==> src/rtl/eth_gen_pkg.sv <==
// Shared definitions for the Ethernet test-frame generator.
//   - FSM state encoding
//   - byte offsets of the header fields inside a frame
//   - payload modes
//   - PRBS LFSR seed, tap mask and step function
package eth_gen_pkg;

    localparam logic [1:0] ST_IDLE  = 2'd0;
    localparam logic [1:0] ST_FRAME = 2'd1;
    localparam logic [1:0] ST_GAP   = 2'd2;

    localparam int OFS_DST  = 0;
    localparam int OFS_SRC  = 6;
    localparam int OFS_TYPE = 12;
    localparam int OFS_SEQ  = 14;
    localparam int OFS_PAY  = 18;

    localparam logic [1:0] MODE_ZERO = 2'd0;
    localparam logic [1:0] MODE_INC  = 2'd1;
    localparam logic [1:0] MODE_PRBS = 2'd2;

    // Fibonacci LFSR x^8+x^6+x^5+x^4+1: stages 8,6,5,4 are bits 7,5,4,3
    // of a left-shifting register.
    localparam logic [7:0] LFSR_SEED = 8'hFF;
    localparam logic [7:0] LFSR_TAPS = 8'hB8;

    function automatic logic [7:0] lfsr_next(input logic [7:0] s);
        return {s[6:0], ^(s & LFSR_TAPS)};
    endfunction

endpackage

==> src/rtl/eth_payload_gen.sv <==
// Payload byte source for eth_frame_gen.
// Ports:
//   clk, rst     clock and synchronous active-high reset
//   mode         0 zero, 1 incrementing counter, 2 PRBS, 3 as zero
//   advance      a payload byte was accepted; step to the next one
//   restart      new frame; counter to 0, LFSR to seed (wins over advance)
//   pay_byte     current payload byte
module eth_payload_gen
    import eth_gen_pkg::*;
(
    input  logic       clk,
    input  logic       rst,
    input  logic [1:0] mode,
    input  logic       advance,
    input  logic       restart,
    output logic [7:0] pay_byte
);

    logic [7:0] lfsr_q, lfsr_d;
    logic [7:0] cnt_q, cnt_d;

    always_comb begin
        lfsr_d = lfsr_q;
        cnt_d  = cnt_q;
        if (restart) begin
            lfsr_d = LFSR_SEED;
            cnt_d  = 8'h00;
        end else if (advance) begin
            lfsr_d = lfsr_next(lfsr_q);
            cnt_d  = cnt_q + 8'h01;
        end
    end

    always_comb begin
        case (mode)
            MODE_INC:  pay_byte = cnt_q;
            MODE_PRBS: pay_byte = lfsr_q;
            default:   pay_byte = 8'h00;
        endcase
    end

    always_ff @(posedge clk) begin
        if (rst) begin
            lfsr_q <= LFSR_SEED;
            cnt_q  <= 8'h00;
        end else begin
            lfsr_q <= lfsr_d;
            cnt_q  <= cnt_d;
        end
    end

endmodule

==> src/rtl/eth_frame_gen.sv <==
// Ethernet test-frame generator (no FCS). Emits runs of frames as a byte
// stream: dst MAC, src MAC, ethertype, 32-bit sequence, then payload.
// Ports:
//   clk, rst                  clock, synchronous active-high reset
//   start, stop               run control pulses
//   cfg_len/gap/count/mode    frame length, idle gap, frames per run, payload
//   cfg_dst_mac/src_mac/ethertype   header fields
//   tx_valid/data/last/ready  byte stream to the MAC
//   busy, done, frames_sent   run status
module eth_frame_gen
    import eth_gen_pkg::*;
#(
    parameter int MIN_LEN = 60,
    parameter int MAX_LEN = 1514,
    parameter int LEN_W   = 11
) (
    input  logic             clk,
    input  logic             rst,
    input  logic             start,
    input  logic             stop,
    input  logic [LEN_W-1:0] cfg_len,
    input  logic [15:0]      cfg_gap,
    input  logic [15:0]      cfg_count,
    input  logic [1:0]       cfg_mode,
    input  logic [47:0]      cfg_dst_mac,
    input  logic [47:0]      cfg_src_mac,
    input  logic [15:0]      cfg_ethertype,
    output logic             tx_valid,
    output logic [7:0]       tx_data,
    output logic             tx_last,
    input  logic             tx_ready,
    output logic             busy,
    output logic             done,
    output logic [31:0]      frames_sent
);

    logic [1:0]       state_q, state_d;
    logic [LEN_W-1:0] idx_q, idx_d;
    logic [31:0]      frames_q, frames_d;
    logic [15:0]      gap_cnt_q, gap_cnt_d;
    logic             stop_seen_q, stop_seen_d;
    logic             done_q, done_d;

    logic [LEN_W-1:0] len_q, len_d, len_clamped;
    logic [15:0]      gap_q, gap_d, count_q, count_d;
    logic [1:0]       mode_q, mode_d;
    logic [47:0]      dst_q, dst_d, src_q, src_d;
    logic [15:0]      type_q, type_d;

    logic             latch;
    logic             xfer;
    logic             at_last;
    logic [7:0]       pay_byte, hdr_byte;
    logic [2:0]       rel_mac;
    logic [1:0]       rel_seq;
    logic             rel_type;

    function automatic logic [7:0] pick_mac(input logic [47:0] f, input logic [2:0] i);
        case (i)
            3'd0:    return f[47:40];
            3'd1:    return f[39:32];
            3'd2:    return f[31:24];
            3'd3:    return f[23:16];
            3'd4:    return f[15:8];
            3'd5:    return f[7:0];
            default: return 8'h00;
        endcase
    endfunction

    function automatic logic [7:0] pick_seq(input logic [31:0] f, input logic [1:0] i);
        case (i)
            2'd0:    return f[31:24];
            2'd1:    return f[23:16];
            2'd2:    return f[15:8];
            default: return f[7:0];
        endcase
    endfunction

    assign tx_valid    = (state_q == ST_FRAME);
    assign at_last     = (idx_q == len_q - LEN_W'(1));
    assign tx_last     = tx_valid && at_last;
    assign xfer        = tx_valid && tx_ready;
    assign busy        = (state_q != ST_IDLE);
    assign done        = done_q;
    assign frames_sent = frames_q;

    always_comb begin
        if (cfg_len < LEN_W'(MIN_LEN))      len_clamped = LEN_W'(MIN_LEN);
        else if (cfg_len > LEN_W'(MAX_LEN)) len_clamped = LEN_W'(MAX_LEN);
        else                                len_clamped = cfg_len;
    end

    // Run/frame sequencing. latch marks every entry into FRAME.
    always_comb begin
        state_d     = state_q;
        idx_d       = idx_q;
        frames_d    = frames_q;
        gap_cnt_d   = gap_cnt_q;
        stop_seen_d = stop_seen_q;
        done_d      = 1'b0;
        latch       = 1'b0;
        case (state_q)
            ST_IDLE: begin
                if (start && !stop) begin
                    state_d     = ST_FRAME;
                    idx_d       = '0;
                    frames_d    = '0;
                    stop_seen_d = 1'b0;
                    latch       = 1'b1;
                end
            end
            ST_FRAME: begin
                if (stop) stop_seen_d = 1'b1;
                if (xfer) begin
                    if (at_last) begin
                        frames_d = frames_q + 32'd1;
                        if (stop_seen_q || stop ||
                            (count_q != 16'd0 && frames_d == {16'd0, count_q})) begin
                            state_d = ST_IDLE;
                            done_d  = 1'b1;
                        end else if (gap_q != 16'd0) begin
                            state_d   = ST_GAP;
                            gap_cnt_d = gap_q;
                        end else begin
                            idx_d = '0;
                            latch = 1'b1;
                        end
                    end else begin
                        idx_d = idx_q + LEN_W'(1);
                    end
                end
            end
            ST_GAP: begin
                if (stop) begin
                    state_d = ST_IDLE;
                    done_d  = 1'b1;
                end else if (gap_cnt_q == 16'd1) begin
                    state_d = ST_FRAME;
                    idx_d   = '0;
                    latch   = 1'b1;
                end else begin
                    gap_cnt_d = gap_cnt_q - 16'd1;
                end
            end
            default: state_d = ST_IDLE;
        endcase
    end

    always_comb begin
        len_d   = len_q;
        gap_d   = gap_q;
        count_d = count_q;
        mode_d  = mode_q;
        dst_d   = dst_q;
        src_d   = src_q;
        type_d  = type_q;
        if (latch) begin
            len_d   = len_clamped;
            gap_d   = cfg_gap;
            count_d = cfg_count;
            mode_d  = cfg_mode;
            dst_d   = cfg_dst_mac;
            src_d   = cfg_src_mac;
            type_d  = cfg_ethertype;
        end
    end

    // Byte mux over the header fields; payload beyond OFS_PAY.
    always_comb begin
        rel_mac  = 3'(idx_q - LEN_W'(OFS_DST));
        rel_type = 1'(idx_q - LEN_W'(OFS_TYPE));
        rel_seq  = 2'(idx_q - LEN_W'(OFS_SEQ));
        if (idx_q < LEN_W'(OFS_SRC)) begin
            hdr_byte = pick_mac(dst_q, rel_mac);
        end else if (idx_q < LEN_W'(OFS_TYPE)) begin
            rel_mac  = 3'(idx_q - LEN_W'(OFS_SRC));
            hdr_byte = pick_mac(src_q, rel_mac);
        end else if (idx_q < LEN_W'(OFS_SEQ)) begin
            hdr_byte = rel_type ? type_q[7:0] : type_q[15:8];
        end else if (idx_q < LEN_W'(OFS_PAY)) begin
            hdr_byte = pick_seq(frames_q, rel_seq);
        end else begin
            hdr_byte = pay_byte;
        end
    end

    assign tx_data = tx_valid ? hdr_byte : 8'h00;

    eth_payload_gen u_payload (
        .clk      (clk),
        .rst      (rst),
        .mode     (mode_q),
        .advance  (xfer && (idx_q >= LEN_W'(OFS_PAY))),
        .restart  (latch),
        .pay_byte (pay_byte)
    );

    always_ff @(posedge clk) begin
        if (rst) begin
            state_q     <= ST_IDLE;
            idx_q       <= '0;
            frames_q    <= '0;
            gap_cnt_q   <= '0;
            stop_seen_q <= 1'b0;
            done_q      <= 1'b0;
        end else begin
            state_q     <= state_d;
            idx_q       <= idx_d;
            frames_q    <= frames_d;
            gap_cnt_q   <= gap_cnt_d;
            stop_seen_q <= stop_seen_d;
            done_q      <= done_d;
        end
    end

    // Frame configuration snapshot; only meaningful while busy.
    always_ff @(posedge clk) begin
        len_q   <= len_d;
        gap_q   <= gap_d;
        count_q <= count_d;
        mode_q  <= mode_d;
        dst_q   <= dst_d;
        src_q   <= src_d;
        type_q  <= type_d;
    end

endmodule

==> config.mk <==
export PLATFORM = sky130hd
export DESIGN_NAME = eth_frame_gen
export DESIGN_NICKNAME = d
export VERILOG_FILES = /design/src/rtl/eth_gen_pkg.sv /design/src/rtl/eth_payload_gen.sv /design/src/rtl/eth_frame_gen.sv
export SDC_FILE = /design/constraint.sdc
export NUM_CORES = 1
export LEC_CHECK = 0
export ABC_AREA = 1
export CAP_MARGIN = 40
export CORE_MARGIN = 2
export CORE_UTILIZATION = 55
export DETAILED_ROUTE_END_ITERATION = 8
export PLACE_DENSITY = 0.86
export SETUP_SLACK_MARGIN = 0.4
export SKIP_CTS_REPAIR_TIMING = 1
export SYNTH_ARGS = -nofsm -noshare
export SYNTH_HDL_FRONTEND = slang
export SYNTH_SLANG_ARGS = --single-unit
==> constraint.sdc <==
create_clock -name clk -period 8.1 [get_ports clk]
set_input_delay 1.62 -clock clk [delete_from_list [all_inputs] [get_ports clk]]
set_output_delay 1.62 -clock clk [all_outputs]
set_load 0.03 [all_outputs]
==> out/metrics.csv <==
metric;value;unit
Starting Density;0.563;
FF+latch count, synth;236;
share of layout cells above drive strength 1;0.0623;
dpl cell area;14600;sq um
Synth Instances;1460;
dpl hpwl;25900;um
CTS buffer count;25;
Wirelength per Cell;17.6;um
leakage;5.84;nW
mux share of post-synthesis cell area;0.00162;
Adder-Cell Fraction of Synth Area;0.0223;
Die ar.;23600;sq um
die width;154;um
initial antenna violation count;0;
fin crit share;0.744;
first-pass GRT wire length;54500;um
final setup fails;0;
IO Pins;206;
worst min path class;flip-flop to flip-flop;
largest family of logic cells by synthesized area;simple AND/OR/NAND/NOR gates;
grt ovf;0;
ANT nets after route;0;
via count;11102;
RSZ-0062 raised after global routing;false;
Hold Slack;496;ps
Synth Cell Area;12300;sq um
crit path launch type;flip-flop;
vias in the first global route;10677;
kind of critical path;flip-flop to output port;
CTS root buffer;clkbuf_16;
insertion delay to the later sink of the worst-skew pair;550;ps
pre-CTS WS;2630;ps
Final nets;1836;
placer congestion estimate;0.986;
Clock transition at path regs;60;ps
Post-synth top cells;325 x nand2_1, 200 x nor2_1, 157 x edfxtp_1;
post-synth top area cell;edfxtp_1;
CP delay by family, top;buffers and inverters;
Post-Route Setup TNS;0;ps
dpl cells;1905;
IO Port Bufs;205;
post-synthesis compound-gate area fraction;0.0958;
Clock Skew;33.5;ps
top-count cell post-synth;nand2_1;
CP Buf/Inv Count;3;
synthesized net count;1644;
Syn. warnings;0;
Power Density;299;nW/um^2
CP arrival;4410;ps
Non-Filler Cell Area, Final;15400;sq um
fin util;0.706;
Crit path largest cell delay;790;ps
crit end category;output port;
slowest library cell on the worst path;clkdlybuf4s50_1;
unique cell type count in the Yosys netlist;46;
largest fanout on the critical path;15;
# rows;54;
crit path cell chain;inv_1, ha_1, clkinv_1, nor2_1, a221oi_1, nand4_1, a21oi_1, a211oi_1, clkdlybuf4s50_1;
Detailed Route WL;34300;um
Slew HR;0.396;
Final min period;6030;ps
synth top area cells;edfxtp_1 38%, dfxtp_1 13%, nand2_1 9.9%;
highest clock rate;166;MHz
CP required;6480;ps
n_diodes;0;
Post-Synth Simple-Gate Area;0.285;
worst setup margin;2070;ps
asr flop ratio synth;0;
non-filler cells, final;1950;
Primary FF master, synth;edfxtp_1;
status;finished clean;
max_cap viols;0;
1st-iter DRT viols;866;
register area share after synthesis;0.511;
htree depth;1;
Overall Global Routing Usage;0.287;
clk sink count;236;
clk buf depth;3;
chip height;154;um
final hold vios;0;
share of the synthesized area in the top cell type;0.383;
DRC errors left;0;
core region area;21900;sq um
Area Overhead vs Synth;25.3;%
Pwr Total;4.62;mW
maximum vdd drop;0.244;mV
Post-synth EDFFs;157;
DR vias/cell;5.69;
DRT Pass-1 Iters;5;
Synth Area in XOR/XNOR;0.0217;
CTS tree;built;
Worst-Margin Slew;907;ps
Final Max Tran Viols;0;
Synth Area per Inst;8.44;sq um
largest net degree at the start of global routing;100;
[final timing paths]
kind | depth (start not counted) | endpoint | start | slack, ps
worst max-delay path | 9 | tx_data[3] | idx_q[0]$_SDFFE_PP0P_ | 2070
worst min-delay path | 2 | gap_cnt_q[15]$_SDFFE_PP0P_ | gap_cnt_q[15]$_SDFFE_PP0P_ | 500
worst min register to register | 2 | gap_cnt_q[15]$_SDFFE_PP0P_ | gap_cnt_q[15]$_SDFFE_PP0P_ | 500
worst max register to register | 15 | src_q[5]$_DFFE_PP_ | len_q[0]$_SDFFCE_PP0P_ | 3760
[power by group]
part           leakage, nW  switching, mW  internal (mW)  total, mW
Sequential            2.09          0.129           1.49       1.62
Clock                0.401          0.486          0.707       1.19
Combinational         3.34           1.21          0.595       1.81
[worst register-to-register path, cell delays in order, from the launching register on]
cell,delay (ps)
edfxtp_1,450
inv_1,140
ha_1,220
nand2_1,130
nor2_2,190
nand3_1,170
nor2_1,160
o21ai_0,120
nor3_1,210
nand3_1,220
nor2_1,210
nand4_1,110
nand2_1,130
nand2_4,120
inv_6,640
buf_4,720
[registers in the layout, indices dropped and copies added, names as in the netlist]
signal and cells:
stop_seen_q 1, type_q 16, len_q 11, dst_q 48, gap_cnt_q 16, gap_q 16, idx_q 11, u_payload.cnt_q 8
done 1, state_q 2, src_q 48, frames_sent 32, u_payload.lfsr_q 8, count_q 16, mode_q 2
[placed cells by master, fill, tap and decap left out, types with 18 or more instances in the layout]
cell type and instances:
nand2_1 325, nor2_1 200, a22oi_1 18, nand3_1 152, clkbuf_16 25, dfxtp_1 79
a21oi_1 61, clkdlybuf4s50_1 204, inv_1 142, xor2_1 18, edfxtp_1 157, o21ai_0 45
ha_1 22, nand4_1 31, o22ai_1 21
[routing by layer]
| metal | global-route usage | part of all wire | vias to the layer above |
|---|---|---|---|
| met1 | 0.373 | 0.40 | 5126 |
| li1 | - | - | 5347 |
| met2 | 0.479 | 0.47 | 534 |
| met3 | 0.0474 | 0.080 | 95 |
| met4 | 0.121 | 0.044 | 0 |
| met5 | 0 | 0 | - |
[cells by family (layout without fill, tap and decap cells)]
logic type | count (synthesis) | after routing
flip-flops | 236 | 236
AO/OA/AOI/OAI | 192 | 192
XOR/XNOR | 29 | 29
AND/OR/NAND/NOR | 784 | 784
adder cells (fa/ha/maj) | 22 | 22
buffers and inverters | 195 | 405
multiplexers | 2 | 2
[layout make-up]
type	instances	area, sq um
Timing Repair Buffer	210	2120
Fill cell	1657	6440
Clock inverter	17	215
Tap cell	280	350
Inverter	150	568
Clock buffer	28	647
Multi-Input combinational cell	1029	5250
Sequential cell	236	6300
(Power assumes the default switching activity.)
